## src/rtl/sdp_ram_fifo_ctrl.sv

```systemverilog
// sdp_ram_fifo_ctrl
// FIFO controller that sits in front of a simple-dual-port RAM. The RAM has a
// registered read port. Words are written through port A. They are read
// through port B and presented downstream with a registered valid flag.
// The read data path is taken directly from the RAM output register.
//
// Optional feature: define SDP_RAM_FIFO_CTRL_FLUSH_EN to add a flush_i input.
// flush_i discards every stored word and the presented word in one cycle.
module sdp_ram_fifo_ctrl #(
  parameter int MEMORY_WIDTH = 72,
  parameter int ADDRS_WIDTH  = 8
) (
  input  logic                    clk_i,
  input  logic                    rst_n_i,
`ifdef SDP_RAM_FIFO_CTRL_FLUSH_EN
  input  logic                    flush_i,
`endif
  // upstream write handshake
  input  logic                    s_valid_i,
  output logic                    s_ready_o,
  input  logic [MEMORY_WIDTH-1:0] s_data_i,
  // downstream read handshake
  output logic                    m_valid_o,
  input  logic                    m_ready_i,
  output logic [MEMORY_WIDTH-1:0] m_data_o,
  // RAM write port
  output logic                    ram_ena_o,
  output logic                    ram_wea_o,
  output logic [ADDRS_WIDTH-1:0]  ram_addra_o,
  output logic [MEMORY_WIDTH-1:0] ram_dia_o,
  // RAM read port (registered output)
  output logic                    ram_enb_o,
  output logic [ADDRS_WIDTH-1:0]  ram_addrb_o,
  input  logic [MEMORY_WIDTH-1:0] ram_dob_i,
  // status
  output logic [ADDRS_WIDTH:0]    count_o,
  output logic                    full_o,
  output logic                    empty_o
);

  localparam int CNT_W = ADDRS_WIDTH + 1;

  // The pointers carry one extra wrap bit.
  // This lets a completely full RAM be told apart from an empty one.
  localparam logic [CNT_W-1:0] DEPTH_C = {1'b1, {ADDRS_WIDTH{1'b0}}};
  localparam logic [CNT_W-1:0] ONE_C   = {{ADDRS_WIDTH{1'b0}}, 1'b1};

  logic [CNT_W-1:0] wr_ptr_q, wr_ptr_d;
  logic [CNT_W-1:0] rd_ptr_q, rd_ptr_d;
  logic             m_valid_q, m_valid_d;

  logic [CNT_W-1:0] mem_cnt;
  logic             s_ready;
  logic             wr_fire;
  logic             rd_fire;

  // Handshake decisions come from registered occupancy only.
  // So a read never hits the address being written in the same cycle.
  always_comb begin
    mem_cnt = wr_ptr_q - rd_ptr_q;
    s_ready = (mem_cnt < DEPTH_C) && rst_n_i;
    rd_fire = (mem_cnt != '0) && (!m_valid_q || m_ready_i);
`ifdef SDP_RAM_FIFO_CTRL_FLUSH_EN
    if (flush_i) begin
      s_ready = 1'b0;
      rd_fire = 1'b0;
    end
`endif
    wr_fire = s_valid_i && s_ready;
  end

  // Next-state computation for the pointers and the presented-word flag.
  always_comb begin
    wr_ptr_d  = wr_ptr_q;
    rd_ptr_d  = rd_ptr_q;
    m_valid_d = m_valid_q;
    if (wr_fire) begin
      wr_ptr_d = wr_ptr_q + ONE_C;
    end
    if (rd_fire) begin
      rd_ptr_d  = rd_ptr_q + ONE_C;
      m_valid_d = 1'b1;
    end else if (m_ready_i) begin
      m_valid_d = 1'b0;
    end
`ifdef SDP_RAM_FIFO_CTRL_FLUSH_EN
    if (flush_i) begin
      rd_ptr_d  = wr_ptr_q;
      m_valid_d = 1'b0;
    end
`endif
  end

  // State registers.
  // Reset discards all words but leaves the RAM contents untouched.
  always_ff @(posedge clk_i or negedge rst_n_i) begin
    if (!rst_n_i) begin
      wr_ptr_q  <= '0;
      rd_ptr_q  <= '0;
      m_valid_q <= 1'b0;
    end else begin
      wr_ptr_q  <= wr_ptr_d;
      rd_ptr_q  <= rd_ptr_d;
      m_valid_q <= m_valid_d;
    end
  end

  assign s_ready_o   = s_ready;

  assign ram_ena_o   = wr_fire;
  assign ram_wea_o   = wr_fire;
  assign ram_addra_o = wr_ptr_q[ADDRS_WIDTH-1:0];
  assign ram_dia_o   = s_data_i;

  assign ram_enb_o   = rd_fire;
  assign ram_addrb_o = rd_ptr_q[ADDRS_WIDTH-1:0];

  // The RAM output register only advances on a read.
  // A read is never issued while the word is stalled, so the data holds.
  assign m_valid_o   = m_valid_q;
  assign m_data_o    = ram_dob_i;

  assign count_o     = mem_cnt + CNT_W'(m_valid_q);
  assign full_o      = (mem_cnt == DEPTH_C);
  assign empty_o     = (count_o == '0);

endmodule

```

## config.mk

```make
export PLATFORM = sky130hd
export DESIGN_NAME = sdp_ram_fifo_ctrl
export DESIGN_NICKNAME = d
export VERILOG_FILES = /design/src/rtl/sdp_ram_fifo_ctrl.sv
export SDC_FILE = /design/constraint.sdc
export NUM_CORES = 1
export LEC_CHECK = 0
export ABC_AREA = 1
export CAP_MARGIN = 20
export CORE_AREA = 2 2 126 128
export CTS_BUF_LIST = sky130_fd_sc_hd__clkbuf_16
export DETAILED_ROUTE_END_ITERATION = 8
export DIE_AREA = 0 0 128 130
export MAX_ROUTING_LAYER = met4
export SLEW_MARGIN = 20
export SYNTH_ARGS = -nofsm -noshare
export SYNTH_HDL_FRONTEND = slang
export SYNTH_SLANG_ARGS = --single-unit
```

## constraint.sdc

```tcl
create_clock -name clk_i -period 3.1 [get_ports clk_i]
set_input_delay 0.465 -clock clk_i [delete_from_list [all_inputs] [get_ports clk_i]]
set_output_delay 0.465 -clock clk_i [all_outputs]
set_load 0.02 [all_outputs]
```

Yosys cells after proc, flatten, opt, wreduce, memory -nomap -nowiden. Index checks and enable logic that the tools add are counted. Widths: inputs -> output; s select.

Reductions and logical operators: 8. Bitwise gates (word level): 0. $add $sub $neg: 4. $lt $le $gt $ge: 1. Divide/modulo/power cells: 0. Multipliers: 0. Equal/unequal tests: 1. Shift-type cells: 0. Mux-type cells: 2.

Operators by type and width (count): $add 9x1->9 const B (2); $add 9x1->9 (1); $eq 9x9->1 const B (1); $logic_not 9->1 (1); $lt 9x9->1 const B (1); $reduce_bool 9->1 (1); $sub 9x9->9 (1); $logic_and 1x1->1 (3); $mux 1 (2); $reduce_bool 2->1 (1); $logic_not 1->1 (1); $logic_or 1x1->1 (1).

Output and inout bits: 176. Latch bits: 0. Bits in writable memories: 0. Bits in read-only memories: 0. Flip-flop bits (word level): 19. Logic and storage cells: 19. Memories: 0.

Logic depth before layout (Yosys ltp).
Depth in word-level cells: 4. Depth in mapped cells: 16.

Worst setup path after synthesis. OpenSTA, ideal clock, no wires.

Path kind: register to output. Start point: register wr_ptr_q[0]. End point: output empty_o. Cell stages (with the launch flop): 14. Setup slack: 97 ps. Path buffers: 0. Data required time: 2635 ps. Data arrival time: 2538 ps. Cell sequence: dfrtp_1 inv_1 ha_1 inv_1 fa_1 ha_1 inv_1 nor2_1 nand3_1 nor2_1 nand3_2 o21ai_1 nand2_1 nor2_1.

Cells in the longest elaborated chain, start to end: 3.

RTL lines: from (decl) (line 48) `logic [CNT_W-1:0] wr_ptr_q, wr_ptr_d;`; from (signal assigned) (line 102) `wr_ptr_q <= wr_ptr_d;`; $sub 9x9->9 (line 60) `mem_cnt = wr_ptr_q - rd_ptr_q;`; $add 9x1->9 (line 123) `assign count_o = mem_cnt + CNT_W'(m_valid_q);`; named net count_o[8] (line 36) `output logic [ADDRS_WIDTH:0] count_o,`; $logic_not 9->1 (line 125) `assign empty_o = (count_o == '0);`; to (decl) (line 38) `output logic empty_o`.

The timed path passes the listed nets, and every way through them passes these cells.

Worst setup path in the final report.
Start point: register wr_ptr_q[0]. End point: output empty_o.

Cells in the longest elaborated chain, start to end: 3.

RTL lines (line): $sub 9x9->9 (60); $add 9x1->9 (123); $logic_not 9->1 (125).

Every way passes these cells.

==> results.md <==
- Final worst-path cycle share: 0.9687
- R2r startpoint: wr_ptr_q[0]$_DFFE_PN0P_
- Vias in the first global route: 2030
- CTS tree: yes
- Worst EP required: 2630 ps
- Rel. slew slack: 0.7799
- Worst slew pin tran: 327.7 ps
- Max_cap viols: 0
- Setup Skew: 1.053 ps
- Via count: 2036
- Clock insertion delay at the later pin of the skew report: 250 ps
- DRC errors left: 0
- Final setup vio count: 0
- I/O Buffers: 35
- Worst r2r dst: rd_ptr_q[0]$_DFFE_PN0P_
- Area Growth Syn to Fin: -9.518%
- Hold Crit Class: flip-flop to flip-flop
- Critical path peak fanout: 3
- Final Max Tran Viols: 0
- Netlist Area Pre-Place: 3063 µm²
- Height of the die: 130 µm
- Cts bufs inserted: 3
- Die area: 16640 µm²
- Final Instance Area: 2771 µm²
- Crit. End Element: primary output
- CTS max path bufs: 2
- Post-Syn Area per Cell: 7.074 µm²
- First-pass GRT wire length: 10.83 mm
- CTS H-tree lvls: 1
- Most frequent cells in the layout: 82 x nand2_1, 40 x inv_1, 32 x buf_4
- FP Rows: 46
- #FFs+latches synth: 19
- YS warnings: 0
- First-pass DRT Iterations: 4
- DRT iter0 DRCs: 68
- Pwr/cell area: 1357 nW/µm²
- Synth cell types: 31
- Leakage: 1.396 nW
- Hpwl dp: 5.906 mm
- Total track usage: 0.08842
- Avg WL per Cell: 13.41 µm
- Minimum clock period: 3003 ps
- Layout cells sized above 1: 0.2566
- Status: completed
- Synth Net Count: 594
- Post-synth top area share: 0.3946
- Clk root buf: clkbuf_16
- Remaining antenna violation count: 0
- Fmax: 333.0 MHz
- RSZ-0062 raised after global routing: true
- Reg clk slew, reported paths: 60 ps
- GRT Residual Overflow: 0
- Non-filler cells, final: 531
- Post-layout nets: 501
- Placed Area: 2640 µm²
- Area leader, netlist: buf_4
- Crit path from: wr_ptr_q[0]$_DFFE_PN0P_
- Reg2Reg Depth: 12
- Routability cong.: 0.8076
- Number of vias per cell: 3.834
- CP Class: flip-flop to primary output
- Hold Vio Cnt, Final: 0
- Pin count of the biggest net entering global routing: 12
- Initial antenna violation count: 0
- Critical Path Start Type: flip-flop
- Synthesized instance count: 433
- CORE AREA: 15420 µm²
- Final Util: 0.1797
- Hold path endpoint: rd_ptr_q[4]$_DFFE_PN0P_
- Top Ports: 324
- Hold Path Origin: rd_ptr_q[4]$_DFFE_PN0P_
- R2r setup slk: 760 ps
- Initial Util: 0.1986
- Inst Count DP: 525
- Die W: 128 µm
- Final-layout fill cell count: 1744
- CP arrival: 2540 ps
- Dominant cells by area after synthesis: buf_4 39%, dfrtp_1 16%, nand2_1 10%, inv_1 5.4%, ha_1 4.9%
- # diodes: 0
- Hold depth: 2
- Final wirelength: 7.121 mm
- Commonest non-fill, non-tap cell in the layout: nand2_1
- Hold Buf Count CTS: 0
- Clock net sink count: 19
- Post-synthesis sequential area ratio: 0.1552
- Peak VDD IR: 0.3636 mV
-- critical path, cell delays in order, from the launching register on --
cell,delay (ps)
dfrtp_1,390
inv_2,80
ha_4,120
inv_2,40
fa_2,620
ha_4,140
inv_2,40
nor2_4,100
nand3_4,100
nor2_4,130
nand3_2,100
nor2_1,110
nand2_1,60
nand2_2,70
nor2_1,40
buf_4,150
-- worst max path at each step --
stage,endpoint,slack (ps),cells past startpoint
3_5_place_dp,empty_o,-260,14
4_1_cts,empty_o,-40,14
5_1_grt,empty_o,-120,16
6_report,empty_o,100,15
2_1_floorplan,empty_o,100,13
3_3_place_gp,empty_o,-180,14
-- layer usage --
metal  vias to the layer above  part of all wire  GRT usage
met5                         -                 0          -
met2                       109              0.44     0.1305
met1                       889              0.36    0.08532
li1                        982                 -          -
met4                         0             0.067    0.07240
met3                        56              0.13    0.04879
-- Yosys cell counts, drive strengths merged --
master  instances
ha             12
nand2          97
o21ai           4
o21bai          1
xnor2           1
buf           162
dfrtp          19
nand3          30
nand4           6
inv            48
nor3b           1
xor2           15
clkbuf          1
fa              1
nor2           28
nor3            2
a21oi           3
nand3b          2
-- state kept, by name, summed over array words and instances, names as in the netlist --
register	flops
m_valid_o	1
wr_ptr_q	9
rd_ptr_q	9
-- cell families (layout without fill, tap and decap cells) --
group | count (synthesis) | count (layout) | synth area share
XOR/XNOR | 16 | 16 | 0.04575
AND/OR/NAND/NOR | 166 | 166 | 0.2663
AO/OA/AOI/OAI | 8 | 8 | 0.01879
flip-flops | 19 | 19 | 0.1552
adder cells (fa/ha/maj) | 13 | 13 | 0.05555
buffers and inverters | 211 | 117 | 0.4583
-- through the flow --
step	hold slack [ps]	TNS, ps	setup slack, ps	power (mW)
after floorplan	169.4	0	97.21	2.595
after global placement	487.8	-454.2	-179.7	3.417
after detailed placement	491.6	-756.1	-264.5	3.452
after CTS	509.2	-52.18	-42.48	3.614
after global routing	528.4	-167.7	-119.1	4.158
final	497.3	0	97.05	3.762
-- layout make-up --
class                   count  area [µm²]  area share
clock inverters             1       5.005    0.001806
repair buffers             65       540.5      0.1950
well taps                 192       240.2     0.08668
flip-flops and latches     19       475.5      0.1716
inverters                  48       180.2     0.06501
clock buffers               3       75.07     0.02709
multi-input cells         203        1255      0.4528
-- where the power goes --
part	switching, mW	internal [mW]
registers	0.0401	0.311
logic	1.87	1.27
clock network	0.0967	0.173
-- repair_timing --
item / CTS / global route
buffers inserted: 0 / 2
pin swaps: 0 / 14
resized for setup: 25 / 34
endpoints found under the setup margin: 13 / 10
(Power assumes the default switching activity.)
